`src/rtl/week_5_parity_serial_rx.sv`:
```
// Serial receiver for start / DATA_W data bits (LSB first) / even parity / stop frames.
// Every bit is sampled mid-period; all outputs are registered.
module week_5_parity_serial_rx #(
  parameter int DATA_W       = 8,
  parameter int CLKS_PER_BIT = 4
) (
  input  logic              clk,
  input  logic              rst_n,
  input  logic              rx_in,
  output logic [DATA_W-1:0] data_out,
  output logic              valid,
  output logic              parity_err,
  output logic              frame_err,
  output logic              busy
);

  localparam int CNT_W = (CLKS_PER_BIT > 1) ? $clog2(CLKS_PER_BIT) : 1;
  localparam int IDX_W = (DATA_W > 1) ? $clog2(DATA_W) : 1;
  localparam logic [CNT_W-1:0] HALF_LAST = CNT_W'(CLKS_PER_BIT / 2 - 1);
  localparam logic [CNT_W-1:0] FULL_LAST = CNT_W'(CLKS_PER_BIT - 1);
  localparam logic [IDX_W-1:0] IDX_LAST  = IDX_W'(DATA_W - 1);

  typedef enum logic [2:0] {
    IDLE      = 3'd0,
    START     = 3'd1,
    DATA      = 3'd2,
    PARITY    = 3'd3,
    STOP      = 3'd4,
    WAIT_IDLE = 3'd5
  } state_t;

  state_t            state_r, state_next;
  logic [CNT_W-1:0]  cnt_r, cnt_next;
  logic [IDX_W-1:0]  idx_r, idx_next;
  logic [DATA_W-1:0] shift_r, shift_next;
  logic              par_r, par_next;
  logic              done_s;

  // Next-state, bit-period counter and data/parity accumulation
  always_comb begin
    state_next = state_r;
    cnt_next   = cnt_r + CNT_W'(1);
    idx_next   = idx_r;
    shift_next = shift_r;
    par_next   = par_r;
    done_s     = 1'b0;
    case (state_r)
      IDLE: begin
        cnt_next = '0;
        if (!rx_in) begin
          state_next = START;
          idx_next   = '0;
          par_next   = 1'b0;
        end else begin
          state_next = IDLE;
        end
      end
      START: begin
        if (cnt_r == HALF_LAST) begin
          cnt_next   = '0;
          state_next = rx_in ? IDLE : DATA;
        end else begin
          state_next = START;
        end
      end
      DATA: begin
        if (cnt_r == FULL_LAST) begin
          cnt_next   = '0;
          shift_next = DATA_W'({rx_in, shift_r} >> 1);
          par_next   = par_r ^ rx_in;
          if (idx_r == IDX_LAST) begin
            state_next = PARITY;
          end else begin
            idx_next = idx_r + IDX_W'(1);
          end
        end else begin
          state_next = DATA;
        end
      end
      PARITY: begin
        if (cnt_r == FULL_LAST) begin
          cnt_next   = '0;
          par_next   = par_r ^ rx_in;
          state_next = STOP;
        end else begin
          state_next = PARITY;
        end
      end
      STOP: begin
        if (cnt_r == FULL_LAST) begin
          cnt_next   = '0;
          done_s     = 1'b1;
          state_next = rx_in ? IDLE : WAIT_IDLE;
        end else begin
          state_next = STOP;
        end
      end
      WAIT_IDLE: begin
        // A broken stop bit keeps the receiver parked until the line is released
        cnt_next   = '0;
        state_next = rx_in ? IDLE : WAIT_IDLE;
      end
      default: begin
        cnt_next   = '0;
        state_next = IDLE;
      end
    endcase
  end

  // State and registered outputs; results publish on the stop-sample edge
  always_ff @(posedge clk or negedge rst_n) begin
    if (!rst_n) begin
      state_r    <= IDLE;
      cnt_r      <= '0;
      idx_r      <= '0;
      shift_r    <= '0;
      par_r      <= 1'b0;
      data_out   <= '0;
      valid      <= 1'b0;
      parity_err <= 1'b0;
      frame_err  <= 1'b0;
      busy       <= 1'b0;
    end else begin
      state_r <= state_next;
      cnt_r   <= cnt_next;
      idx_r   <= idx_next;
      shift_r <= shift_next;
      par_r   <= par_next;
      valid   <= done_s;
      busy    <= (state_next != IDLE);
      if (done_s) begin
        data_out   <= shift_r;
        parity_err <= par_r;
        frame_err  <= ~rx_in;
      end else begin
        data_out   <= data_out;
        parity_err <= parity_err;
        frame_err  <= frame_err;
      end
    end
  end

endmodule

```
`config.mk`:
```
export PLATFORM = sky130hd
export DESIGN_NAME = week_5_parity_serial_rx
export DESIGN_NICKNAME = d
export VERILOG_FILES = /design/src/rtl/week_5_parity_serial_rx.sv
export SDC_FILE = /design/constraint.sdc
export NUM_CORES = 1
export LEC_CHECK = 0
export CAP_MARGIN = 0
export CORE_MARGIN = 2
export CORE_UTILIZATION = 47
export CTS_BUF_LIST = sky130_fd_sc_hd__clkbuf_8 sky130_fd_sc_hd__clkbuf_16
export CTS_CLUSTER_SIZE = 10
export DETAILED_ROUTE_END_ITERATION = 16
export GPL_ROUTABILITY_DRIVEN = 0
export PLACE_DENSITY = 0.74
export SYNTH_ARGS = -nofsm -noshare
export SYNTH_HDL_FRONTEND = slang
export SYNTH_SLANG_ARGS = --single-unit
```
`constraint.sdc`:
```
create_clock -name clk -period 2 [get_ports clk]
set_clock_uncertainty 0.2 [all_clocks]
set_input_delay 0.3 -clock clk [delete_from_list [all_inputs] [get_ports clk]]
set_output_delay 0.3 -clock clk [all_outputs]
set_load 0.005 [all_outputs]
```
==> results_dict.tcl, run 1 <==
set metrics [dict create \
    outcome "finished clean" \
    cap_violations 0 \
    postCtsSetupBuffers 0 \
    avgSynthCellArea_um2 12.9 \
    routedWlPerCell_um 14.1 \
    grt_overflow 0 \
    antenna_found_initial 0 \
    final_nets 132 \
    routed_wl_um 2200 \
    synth_area_leader_cell "dfrtp_1" \
    met1_usage_pct 19.3 \
    drive_gt1_share_pct 28.0 \
    synth.top_cell.area_share_pct 54.2 \
    grt_pass1_vias 895 \
    ant_nets 0 \
    yosys_most_used_dff "dfrtp_1" \
    min_period_over_period_pct 89.2 \
    placed_area_um2 1520 \
    arrival_ps 1750 \
    rows 19 \
    port_buffers 14 \
    synthCells 104 \
    end_kind "register" \
    cts-root-buf "clkbuf_8" \
    core_area_um2 2730 \
    vias_per_cell 5.33 \
    cts_resized 0 \
    drt_iter0_drc 8 \
    syn2layout_area_growth_pct 23.1 \
    critical_path_class "reg -> reg" \
    clock_power_share_pct 36.8 \
    setup-tns-final_ps 0 \
    setup_viol 0 \
    syn-num-nets 112 \
    die_h_um 57.4 \
    grt_pass1_wl_um 3910 \
    synth-seq-area-share_pct 54.2 \
    min_path_type "in -> async" \
    cts_buffers 5 \
    p_sw_share_pct 27.8 \
    cp_max_fo 3 \
    grt_busiest_layer "met2" \
    cts.path.max_buffers 2 \
    power.share.sequential_pct 38.0 \
    track_usage_pct 15.6 \
    io_pins 15 \
    met3_usage_pct 5.44 \
    hold_violations 0 \
    synth_edf_count 0 \
    startpoint_type "register" \
    p_per_area_nw_per_um2 1180 \
    cts.sinks 29 \
    grt_start_max_net_pins 30 \
    p_leak_nw 0.804 \
    critPathRequiredTime_ps 1960 \
    maxSlewHeadroom_pct 71.8 \
    finalMaxSlewViolations 0 \
    p_sw_uw 540 \
    fmaxAchievable_mhz 561 \
    start_util_pct 49.0 \
    ctsHoldBuffers 0 \
    yosysMostFrequentCell "dfrtp_1" \
    pwr-share-comb_pct 25.2 \
    clkLatencyLatePin_ps 280 \
    final_area_um2 1650 \
    period_needed_ps 1780 \
    use_met2_pct 24.8 \
    synth_warnings 0 \
    synth.area.top_cells "dfrtp_1 54%, mux2_2 16%, ha_1 4.7%" \
    worst_pin_slew_ps 423 \
    cts_tree "built" \
    syn_area_um2 1340 \
    firstDrtPassIters 4 \
    dpl.hpwl_um 1550 \
    diodes 0 \
    num_vias 832 \
    ir_drop_mv 1.02 \
    htreeDepth 2 \
    die_w_um 57.4 \
    ys_ff_latch 29 \
    synth_common_cells "29 x dfrtp_1, 19 x mux2_2, 6 x inv_1, 6 x nor2_1, 5 x ha_1" \
    synth_cell_types 32 \
    internal_power_mw 1.40 \
    clk_pin_slew_ps 60 \
    ys_async_sr_fraction_pct 100 \
    rsz0062_at_grt "no" \
    die_area_um2 3290 \
    drc_errors 0 \
]
==> layout make-up <==
cell class | count | area (um^2)
Timing Repair Buffer | 20 | 185
Tap cell | 31 | 38.8
Multi-Input combinational cell | 62 | 543
Sequential cell | 29 | 726
Clock inverter | 3 | 65.1
Clock buffer | 5 | 68.8
Fill cell | 212 | 1080
Inverter | 6 | 22.5
==> registers in the layout (all words and copies together), names as in the netlist <==
signal / flops
busy: 1
cnt_r: 2
data_out: 8
frame_err: 1
idx_r: 3
par_r: 1
parity_err: 1
shift_r: 8
state_r: 3
valid: 1
==> cell families after synthesis <==
group,Yosys count,share of synthesized area (%)
AOI/OAI and AO/OA,17,9.62
xor gates and xnor gates,1,0.654
adders and majority gates,5,4.67
buffers and inverters,13,5.32
DFF,29,54.2
muxes,20,16.7
and+or+nand+nor,19,8.87
==> per-stage QoR <==
stage               setup WS, ps  utilization, %  total power, mW  hold WS, ps  instances
finish                       216            60.3             1.94          196        156
floorplan                    333               -             1.10         -196        104
global placement             230            55.4             1.21          287        148
global route                 117            60.3             2.05          237        156
CTS                          204            60.3             1.96          216        156
detailed placement           169            55.4             1.24          291        148
==> power by group through the flow <==
| stage | clock, mW | combinational [mW] | sequential, mW |
|---|---|---|---|
| floorplan | 0 | 0.380 | 0.723 |
| global placement | 0 | 0.470 | 0.741 |
| detailed placement | 0 | 0.488 | 0.748 |
| CTS | 0.726 | 0.491 | 0.738 |
| global route | 0.755 | 0.546 | 0.749 |
| finish | 0.714 | 0.489 | 0.738 |
==> layout by cell type (no fill, tap or decap), types with 2 or more instances in the layout <==
cell and instances:
dfrtp_1 29, nand2_1 4, o21ai_0 3, clkdlybuf4s50_1 14, buf_4 6, bufinv_16 2, a32o_1 2, clkbuf_8 5
a22o_1 2, nor2_1 6, mux2_2 19, ha_1 5, inv_1 6, a221oi_1 2
==> critical path, cell delays in order (launching register included) <==
cell and delay, ps:
dfrtp_1 380, ha_1 200, ha_1 250, and3b_1 220, o21ai_0 120, mux2_2 290
==> path summary, 6_finish.rpt <==
check | startpoint | end | slack, ps | cells past startpoint
max | idx_r[0] | idx_r[0] | 220 | 5
min | rst_n | state_r[1] | 200 | 2
max reg2reg | idx_r[0] | idx_r[0] | 220 | 5
min reg2reg | data_out[0] | data_out[0] | 310 | 1
max in group asynchronous | rst_n | busy | 1130 | 2
min in group clk | data_out[0] | data_out[0] | 310 | 1
==> per-layer routing <==
metal,wire [um],share of wire [%]
met1,1020,46
met2,1070,49
met3,89,4.1
met4,18,0.82
met5,0,0
No activity file was read; power rests on OpenSTA's default activity.
==> run 2: changes to the inputs <==
==> constraint.sdc (replaced) <==
create_clock -name clk -period 2 [get_ports clk]
set_clock_uncertainty 0.2 [all_clocks]
set_input_delay 0.4 -clock clk [delete_from_list [all_inputs] [get_ports clk]]
set_output_delay 0.4 -clock clk [all_outputs]
set_load 0.005 [all_outputs]
==> run 2 against run 1 <==
  * Sequential share of layout area rose by 0.30 points
  * Die area stayed put
  * Largest cell class unchanged
  * Critical path type unchanged
  * Global-route usage rose by 0.89 points
  * Critical endpoint unchanged
==> results_dict.tcl, run 2 (same netlist as run 1, synthesis figures left out) <==
set metrics [dict create \
    outcome "finished clean" \
    worstPathCellList "ha_1 > ha_1 > and3b_1 > o21ai_0 > mux2_2" \
    grt_overflow 0 \
    finalMaxSlewViolations 0 \
    layout_common_cells "29 x dfrtp_1, 19 x mux2_2, 14 x clkdlybuf4s50_1" \
    p_sw_share_pct 30.1 \
    use_met2_pct 23.7 \
    ctsHoldBuffers 0 \
    die_w_um 57.4 \
    cts-root-buf "clkbuf_8" \
    port_buffers 14 \
    num_vias 858 \
    start_util_pct 49.0 \
    die_area_um2 3290 \
    final_cells 157 \
    end_kind "register" \
    worstRegToRegCells 5 \
    core_area_um2 2730 \
    grt_start_max_net_pins 30 \
    cts_tree "built" \
    setup-tns-final_ps 0 \
    fin_ws_ps 240 \
    setup_viol 0 \
    cts_buffers 5 \
    period_needed_ps 1760 \
    final_common_cell "dfrtp_1" \
    grt_pass1_wl_um 4040 \
    cts_resized 0 \
    vias_per_cell 5.46 \
    grt_busiest_layer "met2" \
    cap_violations 0 \
    io_pins 15 \
    final_nets 133 \
    min_path_type "in -> async" \
    internal_power_mw 1.27 \
    track_usage_pct 16.5 \
    p_per_area_nw_per_um2 1110 \
    min_period_over_period_pct 88.0 \
    placedCellCount 149 \
    clk_pin_slew_ps 70 \
    postCtsSetupBuffers 0 \
    grt_pass1_vias 833 \
    antenna_found_initial 0 \
    critical-path-top-delay-family "adder cells" \
    critical_path_class "reg -> reg" \
    die_h_um 57.4 \
    worst_pin_slew_ps 381 \
    routed_wl_um 2240 \
    drc_errors 0 \
    largestRegisters "data_out (8), shift_r (8)" \
    fmaxAchievable_mhz 568 \
    htreeDepth 2 \
    pwr-share-comb_pct 25.1 \
    arrival_ps 1720 \
    clkLatencyLatePin_ps 270 \
    met1_usage_pct 21.6 \
    ant_nets 0 \
    nFillCells 211 \
    cp_slowest_stage_delay_ps 390 \
    dpl_worst_slack_ps 82.9 \
    cts.path.max_buffers 2 \
    hold_violations 0 \
    dpl.hpwl_um 1530 \
    rows 19 \
    firstDrtPassIters 4 \
    r2r_slack_ps 240 \
    clock_power_share_pct 33.2 \
    reg2reg_to "idx_r[0]" \
    drive_gt1_share_pct 28.6 \
    rr_startpoint "idx_r[0]" \
    postLayoutCoreUtil_pct 59.9 \
    cts.sinks 29 \
    startpoint_type "register" \
    cp_slowest_cell "dfrtp_1" \
    p_leak_nw 0.796 \
    cp_max_fo 3 \
    power_mw 1.81 \
    p_sw_uw 546 \
    rsz0062_at_grt "no" \
    drt_iter0_drc 24 \
    path_common_cell "ha_1" \
    met3_usage_pct 7.03 \
    critPathRequiredTime_ps 1960 \
    path_buf_inv 0 \
    syn2layout_area_growth_pct 22.2 \
    ir_drop_mv 0.746 \
    routedWlPerCell_um 14.3 \
    diodes 0 \
    power.share.sequential_pct 41.7 \
    maxSlewHeadroom_pct 74.6 \
]
-- run 2: worst max path at each step --
stage | from | depth (start not counted) | slack, ps | endpoint
final | idx_r[0] | 5 | 240 | idx_r[0]
after global routing | idx_r[0] | 5 | 190 | idx_r[0]
after CTS | idx_r[0] | 5 | 230 | idx_r[0]
after detailed placement | rx_in | 4 | 80 | idx_r[0]
after global placement | rx_in | 4 | 110 | idx_r[0]
after floorplan | idx_r[0] | 5 | 330 | idx_r[0]
-- run 2: cell type report --
cell class	count	area (um^2)	share of cell area (%)
repair buffers	21	193	11.8
multi-input cells	62	543	33.2
inverters	6	22.5	1.38
flip-flops and latches	29	726	44.3
clock buffers	5	68.8	4.20
well taps	31	38.8	2.37
clock inverters	3	46.3	2.83
-- run 2: power by group through the flow --
stage	logic [mW]	clock network, mW	registers, mW
finish	0.455	0.602	0.757
global route	0.517	0.657	0.773
CTS	0.455	0.627	0.756
detailed placement	0.453	0	0.766
global placement	0.438	0	0.762
floorplan	0.380	0	0.723
-- run 2: routing by layer --
layer  vias to the layer above  wire length [um]
met3                         2                93
met5                         -                 0
li1                        412                 -
met4                         0                16
met2                        20              1070
met1                       424              1070
-- run 2: worst register-to-register path, delay by kind of cell, from the launching register on --
family	cells	cell delay [ps]
adders and majority gates	2	440
DFF	1	390
muxes	1	290
and+or+nand+nor	1	220
AOI/OAI and AO/OA	1	120
-- run 2: metrics by stage --
step / area, um^2 / hold slack, ps
finish: 1640 / 306
floorplan: 1340 / -95.6
CTS: 1640 / 309
detailed placement: 1520 / 294
global route: 1640 / 319
global placement: 1520 / 286
==> run 3: changes to the inputs <==
- DONT_BUFFER_PORTS: default -> 1
- PLACE_DENSITY: 0.74 -> 0.67
==> run 3 against run 2 <==
  * First-iteration DRC count is 13% higher
  * Clock-buffer cell count stayed put
  * Sequential share of layout area is 5.0 points higher
  * Via count is 6.6% lower
  * Critical path type unchanged
==> results_dict.tcl, run 3 (same netlist as run 1, synthesis figures left out) <==
set metrics [dict create \
    outcome "finished clean" \
    drc_errors 0 \
    ir_drop_mv 0.748 \
    antenna_found_initial 0 \
    die_w_um 57.4 \
    largestRegisters "data_out (8), shift_r (8)" \
    start_util_pct 49.0 \
    core_area_um2 2730 \
    final_common_cell "dfrtp_1" \
    fmaxAchievable_mhz 558 \
    ant_nets 0 \
    min_path_type "in -> reg" \
    nFillCells 226 \
    diodes 0 \
    routed_wl_um 2150 \
    cts-root-buf "clkbuf_8" \
    drt_iter0_drc 27 \
    seq_area_um2 726 \
    end_kind "register" \
    port_buffers 0 \
    grt_pass1_wl_um 3800 \
    cts.sinks 29 \
    final_nets 118 \
    drive_gt1_share_pct 29.7 \
    critical_path_class "reg -> reg" \
    min_period_over_period_pct 89.6 \
    multiInputGateArea_um2 543 \
    clkLatencyLatePin_ps 270 \
    cts_resized 0 \
    num_vias 801 \
    whs_ps 76.7 \
    critPathRequiredTime_ps 1960 \
    cap_violations 0 \
    track_usage_pct 15.2 \
    grt_start_max_net_pins 30 \
    arrival_ps 1750 \
    vias_per_cell 5.64 \
    power_mw 1.63 \
    startpoint_type "register" \
    grt_pass1_vias 831 \
    setup_viol 0 \
    setup-tns-final_ps 0 \
    cts_tree "built" \
    p_leak_nw 0.739 \
    cp_max_fo 3 \
    firstDrtPassIters 4 \
    layout_common_cells "29 x dfrtp_1, 19 x mux2_2, 7 x inv_1" \
    p_per_area_nw_per_um2 1110 \
    cts.path.max_buffers 2 \
    clk_pin_slew_ps 60 \
    worst_pin_slew_ps 391 \
    routedWlPerCell_um 15.1 \
    finalMaxSlewViolations 0 \
    period_needed_ps 1790 \
    dpl.hpwl_um 1470 \
    maxSlewHeadroom_pct 73.9 \
    rows 19 \
    htreeDepth 2 \
    io_pins 15 \
    cts_buffers 5 \
    hold_violations 0 \
    die_h_um 57.4 \
    rsz0062_at_grt "no" \
    die_area_um2 3290 \
    grt_overflow 0 \
    dpl_worst_slack_ps 194 \
    syn2layout_area_growth_pct 9.90 \
    fin_ws_ps 207 \
    postCtsSetupBuffers 0 \
]
==> run 3: what timing repair did <==
item                       4_1_cts  5_1_grt
hold buffers                     2        0
hold endpoints to repair        29        0
setup endpoints to repair        0        0
==> run 3: final cells by class <==
cell class	instances	area share (%)
well taps	31	2.63
clock inverters	3	0.935
inverters	6	1.53
flip-flops and latches	29	49.3
clock buffers	5	4.67
multi-input cells	62	36.9
repair buffers	6	4.08
==> run 3: metal layers <==
metal | vias up | track usage (%) | routed length (um) | part of all wire, %
met5 | - | 0 | 0 | 0
met4 | 0 | 5.98 | 29 | 1.3
met3 | 5 | 5.90 | 107 | 5.0
met2 | 17 | 21.3 | 945 | 44
met1 | 402 | 21.2 | 1070 | 50
li1 | 377 | - | - | -
==> run 3: power breakdown <==
group	switching, mW	total [mW]	internal (mW)
registers	0.0972	0.769	0.672
logic	0.213	0.415	0.202
clock network	0.209	0.444	0.235
==> run 3: path summary, 6_finish.rpt <==
check / from / to / slack [ps] / cells after the start
max: idx_r[0] / idx_r[0] / 210 / 5
min: rx_in / shift_r[7] / 80 / 1
max reg2reg: idx_r[0] / idx_r[0] / 210 / 5
min reg2reg: idx_r[1] / idx_r[1] / 320 / 1
max in group asynchronous: rst_n / shift_r[4] / 1080 / 2
min in group asynchronous: rst_n / shift_r[0] / 350 / 2
==> run 3: worst max-delay path, cell delays in order (launching register included) <==
cell	delay (ps)
dfrtp_1	390
ha_1	200
ha_1	240
and3b_1	220
o21ai_0	120
mux2_2	300
==> run 3: stage by stage <==
step	instance area [um^2]	util, %	std cells
final	1470	53.9	142
after floorplan	1340	-	104
after detailed placement	1360	49.7	132
after global routing	1470	53.9	142
after CTS	1470	53.9	142
after global placement	1360	49.7	132
